[src/rtl/sync_fifo_ctrl.sv]
// Single-clock FIFO with its own storage, fill count, programmable almost flags
// and sticky overflow/underflow error flags.
module sync_fifo_ctrl #(
  parameter int DATA_WIDTH         = 8,
  parameter int FIFO_ASIZE         = 4,
  parameter int ALMOST_FULL_LEVEL  = 2**FIFO_ASIZE - 2,
  parameter int ALMOST_EMPTY_LEVEL = 2
) (
  input  logic                  in_clock,
  input  logic                  in_reset,
  input  logic                  in_put,
  input  logic                  in_take,
  input  logic [DATA_WIDTH-1:0] in_data,
  input  logic                  in_clear_errors,
  output logic [DATA_WIDTH-1:0] out_data,
  output logic                  out_empty,
  output logic                  out_full,
  output logic                  out_almost_full,
  output logic                  out_almost_empty,
  output logic [FIFO_ASIZE:0]   out_count,
  output logic                  out_overflow,
  output logic                  out_underflow
);

  localparam int                DEPTH  = 2**FIFO_ASIZE;
  localparam logic [FIFO_ASIZE:0] C_DEPTH = (FIFO_ASIZE+1)'(DEPTH);
  localparam logic [FIFO_ASIZE:0] C_AF    = (FIFO_ASIZE+1)'(ALMOST_FULL_LEVEL);
  localparam logic [FIFO_ASIZE:0] C_AE    = (FIFO_ASIZE+1)'(ALMOST_EMPTY_LEVEL);
  localparam logic [FIFO_ASIZE:0] C_ZERO  = '0;

  logic [DATA_WIDTH-1:0] r_mem [DEPTH];

  logic [FIFO_ASIZE:0]   r_wr_ptr;
  logic [FIFO_ASIZE:0]   r_rd_ptr;
  logic [FIFO_ASIZE:0]   r_count;
  logic [DATA_WIDTH-1:0] r_data;
  logic                  r_empty;
  logic                  r_full;
  logic                  r_almost_full;
  logic                  r_almost_empty;
  logic                  r_overflow;
  logic                  r_underflow;

  logic                  w_take_ok;
  logic                  w_put_ok;
  logic [FIFO_ASIZE:0]   w_count_next;
  logic [FIFO_ASIZE-1:0] w_wr_addr;
  logic [FIFO_ASIZE-1:0] w_rd_addr;

  // A take never falls through from a same-cycle put; a put at full needs a
  // concurrent accepted take to free a slot.
  assign w_take_ok = in_take && !r_empty;
  assign w_put_ok  = in_put && (!r_full || w_take_ok);
  assign w_wr_addr = r_wr_ptr[FIFO_ASIZE-1:0];
  assign w_rd_addr = r_rd_ptr[FIFO_ASIZE-1:0];

  always_comb begin
    w_count_next = r_count;
    if (w_put_ok && !w_take_ok) begin
      w_count_next = r_count + 1'b1;
    end else if (w_take_ok && !w_put_ok) begin
      w_count_next = r_count - 1'b1;
    end
  end

  // Storage has no reset so it maps onto block RAM.
  always_ff @(posedge in_clock) begin
    if (!in_reset && w_put_ok) begin
      r_mem[w_wr_addr] <= in_data;
    end
  end

  always_ff @(posedge in_clock) begin
    if (in_reset) begin
      r_wr_ptr       <= '0;
      r_rd_ptr       <= '0;
      r_count        <= '0;
      r_data         <= '0;
      r_empty        <= 1'b1;
      r_full         <= 1'b0;
      r_almost_full  <= (C_ZERO >= C_AF);
      r_almost_empty <= (C_ZERO <= C_AE);
      r_overflow     <= 1'b0;
      r_underflow    <= 1'b0;
    end else begin
      if (w_put_ok) begin
        r_wr_ptr <= r_wr_ptr + 1'b1;
      end
      if (w_take_ok) begin
        r_rd_ptr <= r_rd_ptr + 1'b1;
        r_data   <= r_mem[w_rd_addr];
      end
      r_count        <= w_count_next;
      r_empty        <= (w_count_next == C_ZERO);
      r_full         <= (w_count_next == C_DEPTH);
      r_almost_full  <= (w_count_next >= C_AF);
      r_almost_empty <= (w_count_next <= C_AE);
      // A new error event wins over a same-cycle clear.
      if (in_put && !w_put_ok) begin
        r_overflow <= 1'b1;
      end else if (in_clear_errors) begin
        r_overflow <= 1'b0;
      end
      if (in_take && !w_take_ok) begin
        r_underflow <= 1'b1;
      end else if (in_clear_errors) begin
        r_underflow <= 1'b0;
      end
    end
  end

  assign out_data         = r_data;
  assign out_empty        = r_empty;
  assign out_full         = r_full;
  assign out_almost_full  = r_almost_full;
  assign out_almost_empty = r_almost_empty;
  assign out_count        = r_count;
  assign out_overflow     = r_overflow;
  assign out_underflow    = r_underflow;

endmodule

[config.mk]
export PLATFORM = sky130hd
export DESIGN_NAME = sync_fifo_ctrl
export DESIGN_NICKNAME = d
export VERILOG_FILES = /design/src/rtl/sync_fifo_ctrl.sv
export SDC_FILE = /design/constraint.sdc
export NUM_CORES = 1
export LEC_CHECK = 0
export CAP_MARGIN = 40
export CORE_ASPECT_RATIO = 0.6
export CORE_UTILIZATION = 60
export DETAILED_ROUTE_END_ITERATION = 10
export DONT_BUFFER_PORTS = 1
export PLACE_DENSITY_LB_ADDON = 0.2
export SYNTH_ARGS = -nofsm -noshare
export SYNTH_HDL_FRONTEND = slang
export SYNTH_SLANG_ARGS = --single-unit
[constraint.sdc]
create_clock -name in_clock -period 5.1 [get_ports in_clock]
set_clock_uncertainty 0.15 [all_clocks]
set_input_delay 1.02 -clock in_clock [delete_from_list [all_inputs] [get_ports in_clock]]
set_output_delay 1.02 -clock in_clock [all_outputs]
set_load 0.01 [all_outputs]
==> results of run 1 <==
-- worst min-delay path: stages, from the launching register on --
cell	delay, ps
dfxtp_1	340
a21oi_1	130
nor2_1	40
-- sequential cells by signal, summed over array words and instances (netlist names) --
name and count:
r_mem 128, out_data 8, out_count 5, r_rd_ptr 4, r_wr_ptr 4, out_almost_empty 1, out_almost_full 1, out_empty 1
out_full 1, out_overflow 1, out_underflow 1
-- worst max-delay path by stage --
stage / cells after the start / slack (ps) / end / from
after floorplan: 6 / 2120 / r_mem[0][0] / in_take
after global placement: 5 / 1470 / r_mem[0][5] / in_take
after detailed placement: 6 / 1630 / r_mem[1][3] / in_take
after CTS: 5 / 2040 / r_mem[5][5] / in_take
after global routing: 6 / 1780 / r_mem[1][5] / in_take
final: 6 / 1990 / r_mem[2][5] / in_take
-- cell type report --
| type | instances | share of cell area, % |
|---|---|---|
| Inverter | 8 | 0.435 |
| Clock inverter | 5 | 0.744 |
| Sequential cell | 155 | 63.6 |
| Timing Repair Buffer | 7 | 0.726 |
| Tap cell | 135 | 2.45 |
| Multi-Input combinational cell | 181 | 24.0 |
| Clock buffer | 27 | 8.07 |
-- metal layers --
layer / up-vias / wire length, um / track usage (%) / share of wire, %
li1: 1420 / - / - / -
met1: 1713 / 5810 / 40.0 / 45
met2: 181 / 5400 / 35.4 / 42
met3: 24 / 1420 / 10.2 / 11
met4: 0 / 209 / 8.51 / 1.6
met5: - / 0 / 0 / 0
-- synth_stat cells (2+ instances only) --
cell type | count | area share [%]
edfxtp_1 | 128 | 63
nor2_1 | 35 | 2.1
mux4_2 | 32 | 12
dfxtp_1 | 27 | 8.8
nand2_1 | 18 | 1.1
a21oi_1 | 11 | 0.90
nand3_1 | 11 | 0.90
a22oi_1 | 9 | 1.1
a31oi_1 | 8 | 0.81
inv_1 | 8 | 0.49
ha_1 | 7 | 1.4
clkbuf_1 | 5 | 0.31
nor2b_1 | 5 | 0.51
nor3_1 | 5 | 0.41
xnor2_1 | 5 | 0.71
and2_1 | 4 | 0.41
buf_1 | 4 | 0.24
buf_4 | 4 | 0.49
xor2_1 | 4 | 0.57
buf_2 | 3 | 0.24
nand2b_1 | 3 | 0.31
a32oi_1 | 2 | 0.28
nand4_1 | 2 | 0.20
nor3_2 | 2 | 0.33
-- power by group through the flow --
stage	logic [W]	registers, W	clock network (W)
6_report	0.000222	0.00144	0.00126
3_3_place_gp	0.000210	0.00147	0
3_5_place_dp	0.000218	0.00146	0
5_1_grt	0.000237	0.00144	0.00132
4_1_cts	0.000220	0.00144	0.00127
2_1_floorplan	0.000174	0.00145	0
-- through the flow --
stage                     area (um2)  std cells  worst slack (ps)  util [%]  total power, W
after detailed placement        6290        486              1630      63.4         0.00168
after global placement          6250        481              1470      63.1         0.00168
after CTS                       6900        518              2040      69.6         0.00293
final                           6900        518              1990      69.6         0.00292
after floorplan                 6150        360              2120         -         0.00163
after global routing            6900        518              1780      69.6         0.00300
-- logic make-up after synthesis --
kind of cell    Yosys count  synth area share, %
flops                   155                 71.3
simple gates             93                 7.67
compound gates           38                 4.48
mux                      34                 12.1
buf+inv                  24                 1.77
xor+xnor                  9                 1.28
fa+ha+maj                 7                 1.42
==> metrics.txt, run 1 <==
min-delay worst type reg -> reg; status complete, no violations; max incr delay on CP 480 ps; # IOs 32; clk_lat worst skew 420 ps; Synth Instances 360; Yosys warning count 0; CTS Buf Count 17; buffer count from post-CTS setup fixing 0; Hold Path End out_data[0]; sequential share of the synthesized area 71.3%; Reg2Reg Depth 6; number of synthesized flops with an enable pin 128; CP cell instances nand2b_1, a21boi_2, and2_1, nand2_1, nor3_1, buf_2; core area 9910 um2; Pwr per Cell Area 423 nW/um2; Ant. Diodes 0; Int Pwr 0.00230 W; Final Hold Vio Count 0; Crit. End Element flip-flop; Net Count, Synth 380; CP bufs+invs 1; DRT iter0 DRCs 345; commonest non-fill, non-tap cells in the layout 128 x edfxtp_1, 35 x nor2_1, 32 x mux4_2; fin crit share 61.1%; I/O Buffers 0; Die ar. 10,700 um2; crit path max fanout 21; Root Driver clkbuf_16; number of synthesized register bits 155; post-route setup TNS 0 ps; DR pass1 iterations 5; Layout Area Growth over Synthesis 12.2%; first-pass GRT wire length 19,100 um; Total Wirelength 12,800 um; Sequential Power Share 49.3%; Syn Area/Cell 17.1 um2; slowest stage cell, crit path nor3_1; # hold bufs at CTS 0; # rows 28; overall die width 133 um; Logic pwr share 7.6%; area of the multi-input gates 1660 um2; initial antenna violation count 0; Hold Crit Depth 2; Worst Tran Pin Value 822 ps; reg-to-reg slack, setup 2070 ps; Cell variety after synth 42; Primary FF master, synth edfxtp_1; Reg-to-Reg Start out_empty; LEAKAGE 2.21 nW; Final nets 390; Clock power frac 43.1%; Psw 0.000620 W; CTS tree done; max cap viols 0; Routed Antenna Nets 0; share of layout cells above drive strength 1 20.4%; Initial Util 62.0%; post-route minimum period 3110 ps; Net Sw Frac 21.3%; FF/Latch Area 4390 um2; Max Fclk 321 MHz; worst vdd ir 313 uV; Clock transition at path regs 60 ps; WHS 411 ps; remaining global-route overflow 0; startpoint types primary input; GRT Overall Usage 26.6%; number of global-route vias before repair 3,107; vias per cell 6.44; CP Class in -> reg; Fillers 624; Clock Path Buffers 2; max-slew violation count 0; Die Y 80.4 um; Critical R2R Capture r_mem[2][5]; post-DP HPWL 8480 um; Slew headroom 45.2%; CP arrival 3090 ps; Mapped Area 6150 um2; vias 3,338; Hold Crit Start out_data[0]; commonest non-fill, non-tap cell in the layout edfxtp_1; Final GP Congestion 0.831; Clock H-tree levels 4; WL/cell 24.8 um; family with the most delay on the worst path simple AND/OR/NAND/NOR gates; ys async rst share 0%; Critical Path RT 5080 ps; largest net degree at the start of global routing 36; DRC 0; number of setup violations in the final report 0; CTS Sinks 155; Post-CTS Resized 0; unrepaired setup endpoints after global routing no
No activity file was read; power rests on OpenSTA's default activity.
==> inputs of run 2 (changes only) <==
==> constraint.sdc (replaced) <==
create_clock -name in_clock -period 3.24 [get_ports in_clock]
set_clock_uncertainty 0.15 [all_clocks]
set_input_delay 0.648 -clock in_clock [delete_from_list [all_inputs] [get_ports in_clock]]
set_output_delay 0.648 -clock in_clock [all_outputs]
set_load 0.01 [all_outputs]
==> run 2 against run 1 <==
Global-route usage is essentially flat. Largest cell class unchanged. Wire length is essentially flat. Sequential power grew 58%. First-iteration DRC count grew 6.7%. Via count shrank 0.18%. Count of clock-buffer cells in the layout shrank 9. Design area grew 0.80%. Die area is the same. Combinational power grew 49%. Flip-flop and latch count is the same.
==> metrics.txt, run 2 (same netlist as run 1, synthesis figures left out) <==
Post-CTS Resized 0; post-route setup TNS 0 ps; initial antenna violation count 0; Die ar. 10,700 um2; worst vdd ir 453 uV; crit path max fanout 7; first-pass GRT wire length 19,300 um; Clock Path Buffers 2; max cap viols 0; GRT Overall Usage 26.6%; largest net degree at the start of global routing 23; Placement Cell Area 6370 um2; Initial Util 62.0%; CP Class reg -> reg; fin crit share 73.3%; Clock transition at path regs 60 ps; Worst Tran Pin Value 890 ps; Critical Path RT 3400 ps; vias 3,332; LEAKAGE 2.24 nW; # rows 28; Layout Area Growth over Synthesis 13.1%; max reg flops 128; clk_lat worst skew 410 ps; CTS Buf Count 17; WL/cell 24.3 um; Slew headroom 40.6%; buffer count from post-CTS setup fixing 0; reg-to-reg slack, setup 870 ps; CTS tree done; worst setup margin 866 ps; number of global-route vias before repair 3,194; overall die width 133 um; Routed Antenna Nets 0; Total Wirelength 12,800 um; Final Hold Vio Count 0; Reg with most FFs r_mem; final std cell area, no fill 6950 um2; pre-CTS WS 779 ps; Crit. End Element flip-flop; max-slew violation count 0; # IOs 32; Fillers 634; DRC 0; DRT iter0 DRCs 368; Final GP Congestion 0.856; Pwr per Cell Area 653 nW/um2; Clock H-tree levels 4; # hold bufs at CTS 0; status complete, no violations; commonest non-fill, non-tap cell in the layout edfxtp_1; vias per cell 6.31; core area 9910 um2; Core Util, Final 70.1%; min-delay worst type in -> reg; CTS Sinks 155; DR pass1 iterations 4; I/O Buffers 0; Root Driver clkbuf_16; post-route minimum period 2370 ps; startpoint types flip-flop; number of setup violations in the final report 0; Ant. Diodes 0; Die Y 80.4 um; Final nets 400; share of layout cells above drive strength 1 23.4%; Max Fclk 421 MHz; post-DP HPWL 8680 um; unrepaired setup endpoints after global routing no; CP arrival 2540 ps; commonest non-fill, non-tap cells in the layout 128 x edfxtp_1, 35 x nor2_1, 32 x mux4_2; PnR Total Power 0.00454 W; remaining global-route overflow 0
-- run 2: cell count changes in the layout (fill, tap and decap cells not counted) --
cell	previous run	this run
buf_2	4	0
bufinv_16	1	2
buf_8	1	0
clkbuf_16	20	17
clkbuf_1	4	0
clkbuf_8	3	1
clkinvlp_4	1	5
clkinv_4	0	2
buf_4	2	17
inv_6	0	2
-- run 2: power breakdown --
| part | leakage, nW | internal, W | total [W] | switching, W |
|---|---|---|---|---|
| combinational | 0.595 | 0.000163 | 0.000330 | 0.000166 |
| sequential | 1.37 | 0.00220 | 0.00228 | 0.0000792 |
| clock | 0.272 | 0.00115 | 0.00193 | 0.000776 |
-- run 2: worst paths after layout --
kind,start,end,depth (start not counted)
min,in_reset,r_rd_ptr[0],1
max,out_count[0],out_almost_empty,6
min reg2reg,out_data[3],out_data[3],2
max reg2reg,out_count[0],out_almost_empty,6
-- run 2: metal layers --
| metal | vias up | share of wire (%) | GRT usage, % |
|---|---|---|---|
| li1 | 1455 | - | - |
| met1 | 1710 | 46 | 40.0 |
| met2 | 154 | 42 | 35.6 |
| met3 | 13 | 10 | 10.3 |
| met4 | 0 | 0.93 | 8.39 |
| met5 | - | 0 | 0 |
-- run 2: critical path, cell delays in order, from the launching register on --
cell	delay, ps
dfxtp_1	520
inv_1	130
ha_1	250
and4bb_1	220
a21oi_1	310
mux2_2	430
a211oi_1	260
-- run 2: area by class of cell --
type                       instances  area, um2  area share, %
clock inverter                    14        146           2.11
multi-input combinational        181       1660           23.8
timing repair buffer              17        128           1.84
clock buffer                      18        439           6.32
sequential                       155       4390           63.1
tap                              135        169           2.43
inverter                           8       30.0          0.432
-- run 2: per-stage QoR --
stage	cells	hold WS, ps
after floorplan	360	369
after global placement	496	392
after detailed placement	496	406
after CTS	528	129
after global routing	528	129
final	528	151
==> inputs of run 3 (changes only) <==
==> constraint.sdc (replaced) <==
create_clock -name in_clock -period 2.2 [get_ports in_clock]
set_clock_uncertainty 0.15 [all_clocks]
set_input_delay 0.44 -clock in_clock [delete_from_list [all_inputs] [get_ports in_clock]]
set_output_delay 0.44 -clock in_clock [all_outputs]
set_load 0.01 [all_outputs]
==> run 3 against run 2 <==
Worst hold slack lost 110 ps. Sequential power is 46% higher. Total power up 54%. Wire length is essentially flat. Maximum frequency rose by 13%. Combinational power increased by 89%. Die area stayed put. Largest power group unchanged. Sequential share of layout area decreased by 2.6 points. Critical path type unchanged. Largest cell class unchanged. Count of clock-buffer cells in the layout fell by 1. First-iteration DRC count fell by 11%.
==> metrics.txt, run 3 (same netlist as run 1, synthesis figures left out) <==
status complete, no violations; Worst Tran Pin Value 790 ps; number of global-route vias before repair 3,243; Max Fclk 477 MHz; Final GP Congestion 0.865; DRC 0; largest net degree at the start of global routing 29; WL met1 6200 um; # rows 28; CTS Sinks 155; Final Non-Filler Cells 550; Clock transition at path regs 60 ps; final std cell area, no fill 7260 um2; CTS tree done; commonest non-fill, non-tap cells in the layout 128 x edfxtp_1, 35 x nor2_1, 32 x mux4_2; startpoint types flip-flop; Initial Util 62.0%; remaining global-route overflow 0; unrepaired setup endpoints after global routing no; Pwr per Cell Area 967 nW/um2; worst setup margin 105 ps; fin crit share 95.2%; pre-CTS WS 117 ps; vias per cell 6.11; WHS 39.8 ps; Clock Path Buffers 2; post-DP HPWL 8720 um; Placement Cell Area 6540 um2; Fillers 582; crit path max fanout 12; DR WL met2 5750 um; met3 wire length 787 um; Routed Antenna Nets 0; GRT Overall Usage 26.5%; Top Layer Used met4; PnR Total Power 0.00701 W; CTS Buf Count 17; max cap viols 0; number of setup violations in the final report 0; Critical Path RT 2330 ps; WL/cell 23.3 um; Clock H-tree levels 4; LEAKAGE 2.42 nW; Crit. End Element flip-flop; max reg flops 128; share of layout cells above drive strength 1 26.5%; Root Driver clkbuf_16; I/O Buffers 0; buffer count from post-CTS setup fixing 0; initial antenna violation count 0; CP Class reg -> reg; max-slew violation count 0; vias 3,362; DRT iter0 DRCs 326; # IOs 32; min-delay worst type in -> reg; core area 9910 um2; Ant. Diodes 0; Final nets 422; Reg with most FFs r_mem; Final Hold Vio Count 0; clk_lat worst skew 420 ps; first-pass GRT wire length 19,300 um; DR pass1 iterations 5; worst vdd ir 672 uV; Total Wirelength 12,800 um; Die ar. 10,700 um2; overall die width 133 um; Slew headroom 47.2%; Layout Area Growth over Synthesis 18.0%; placed cells 509; CP arrival 2230 ps; post-route minimum period 2100 ps; Die Y 80.4 um; commonest non-fill, non-tap cell in the layout edfxtp_1
run 3: cell types whose count changed in the layout (fill, tap and decap cells not counted), sizes merged:
cell / before / now
buf: 17 / 30
dlygate4sd3: 0 / 9
inv: 10 / 18
clkinvlp: 5 / 0
clkinv: 5 / 2
bufinv: 2 / 3
clkbuf: 18 / 17
run 3: layer usage:
layer	vias up	global-route usage [%]
li1	1499	-
met1	1744	40.5
met2	107	37.2
met3	12	7.89
met4	0	6.78
met5	-	0
run 3: layout make-up:
cell class                      count  area (um2)  share of cell area [%]
Clock buffer                       17         425                    5.86
Inverter                            8        30.0                   0.414
Multi-Input combinational cell    181        1680                    23.1
Tap cell                          135         169                    2.33
Sequential cell                   155        4390                    60.5
Timing Repair Buffer               39         365                    5.04
Clock inverter                     15         203                    2.79
run 3: power breakdown:
group,internal (W),leakage (nW),switching [W],total [W]
clock network,0.00184,0.310,0.00123,0.00306
logic,0.000297,0.732,0.000326,0.000623
registers,0.00324,1.37,0.0000821,0.00333
run 3: critical path: stages (launching register included):
cell and delay [ps]:
dfxtp_4 400, buf_12 160, buf_12 170, mux4_2 510
a22oi_1 210, a31oi_1 160, a21oi_1 140, nor2_1 50
run 3: timing repair:
action                                  in CTS  in global routing
resized for setup                            0                  1
endpoints found under the setup margin       0                  1
hold buffers                                 9                  0
endpoints found under the hold margin      147                  0
run 3: worst paths after layout:
path / start / end / slack (ps) / depth (start not counted)
setup / recovery: r_rd_ptr[0] / out_data[7] / 100 / 7
setup reg to reg: r_rd_ptr[0] / out_data[7] / 100 / 7
hold reg to reg: out_data[3] / out_data[3] / 410 / 2
hold / removal: in_take / out_underflow / 40 / 2
run 3: stage by stage:
stage               setup TNS [ps]  util (%)
finish                           0      73.2
global route                     0      73.2
CTS                              0      73.2
detailed placement               0      65.9
global placement                 0      65.9
floorplan                     -374         -
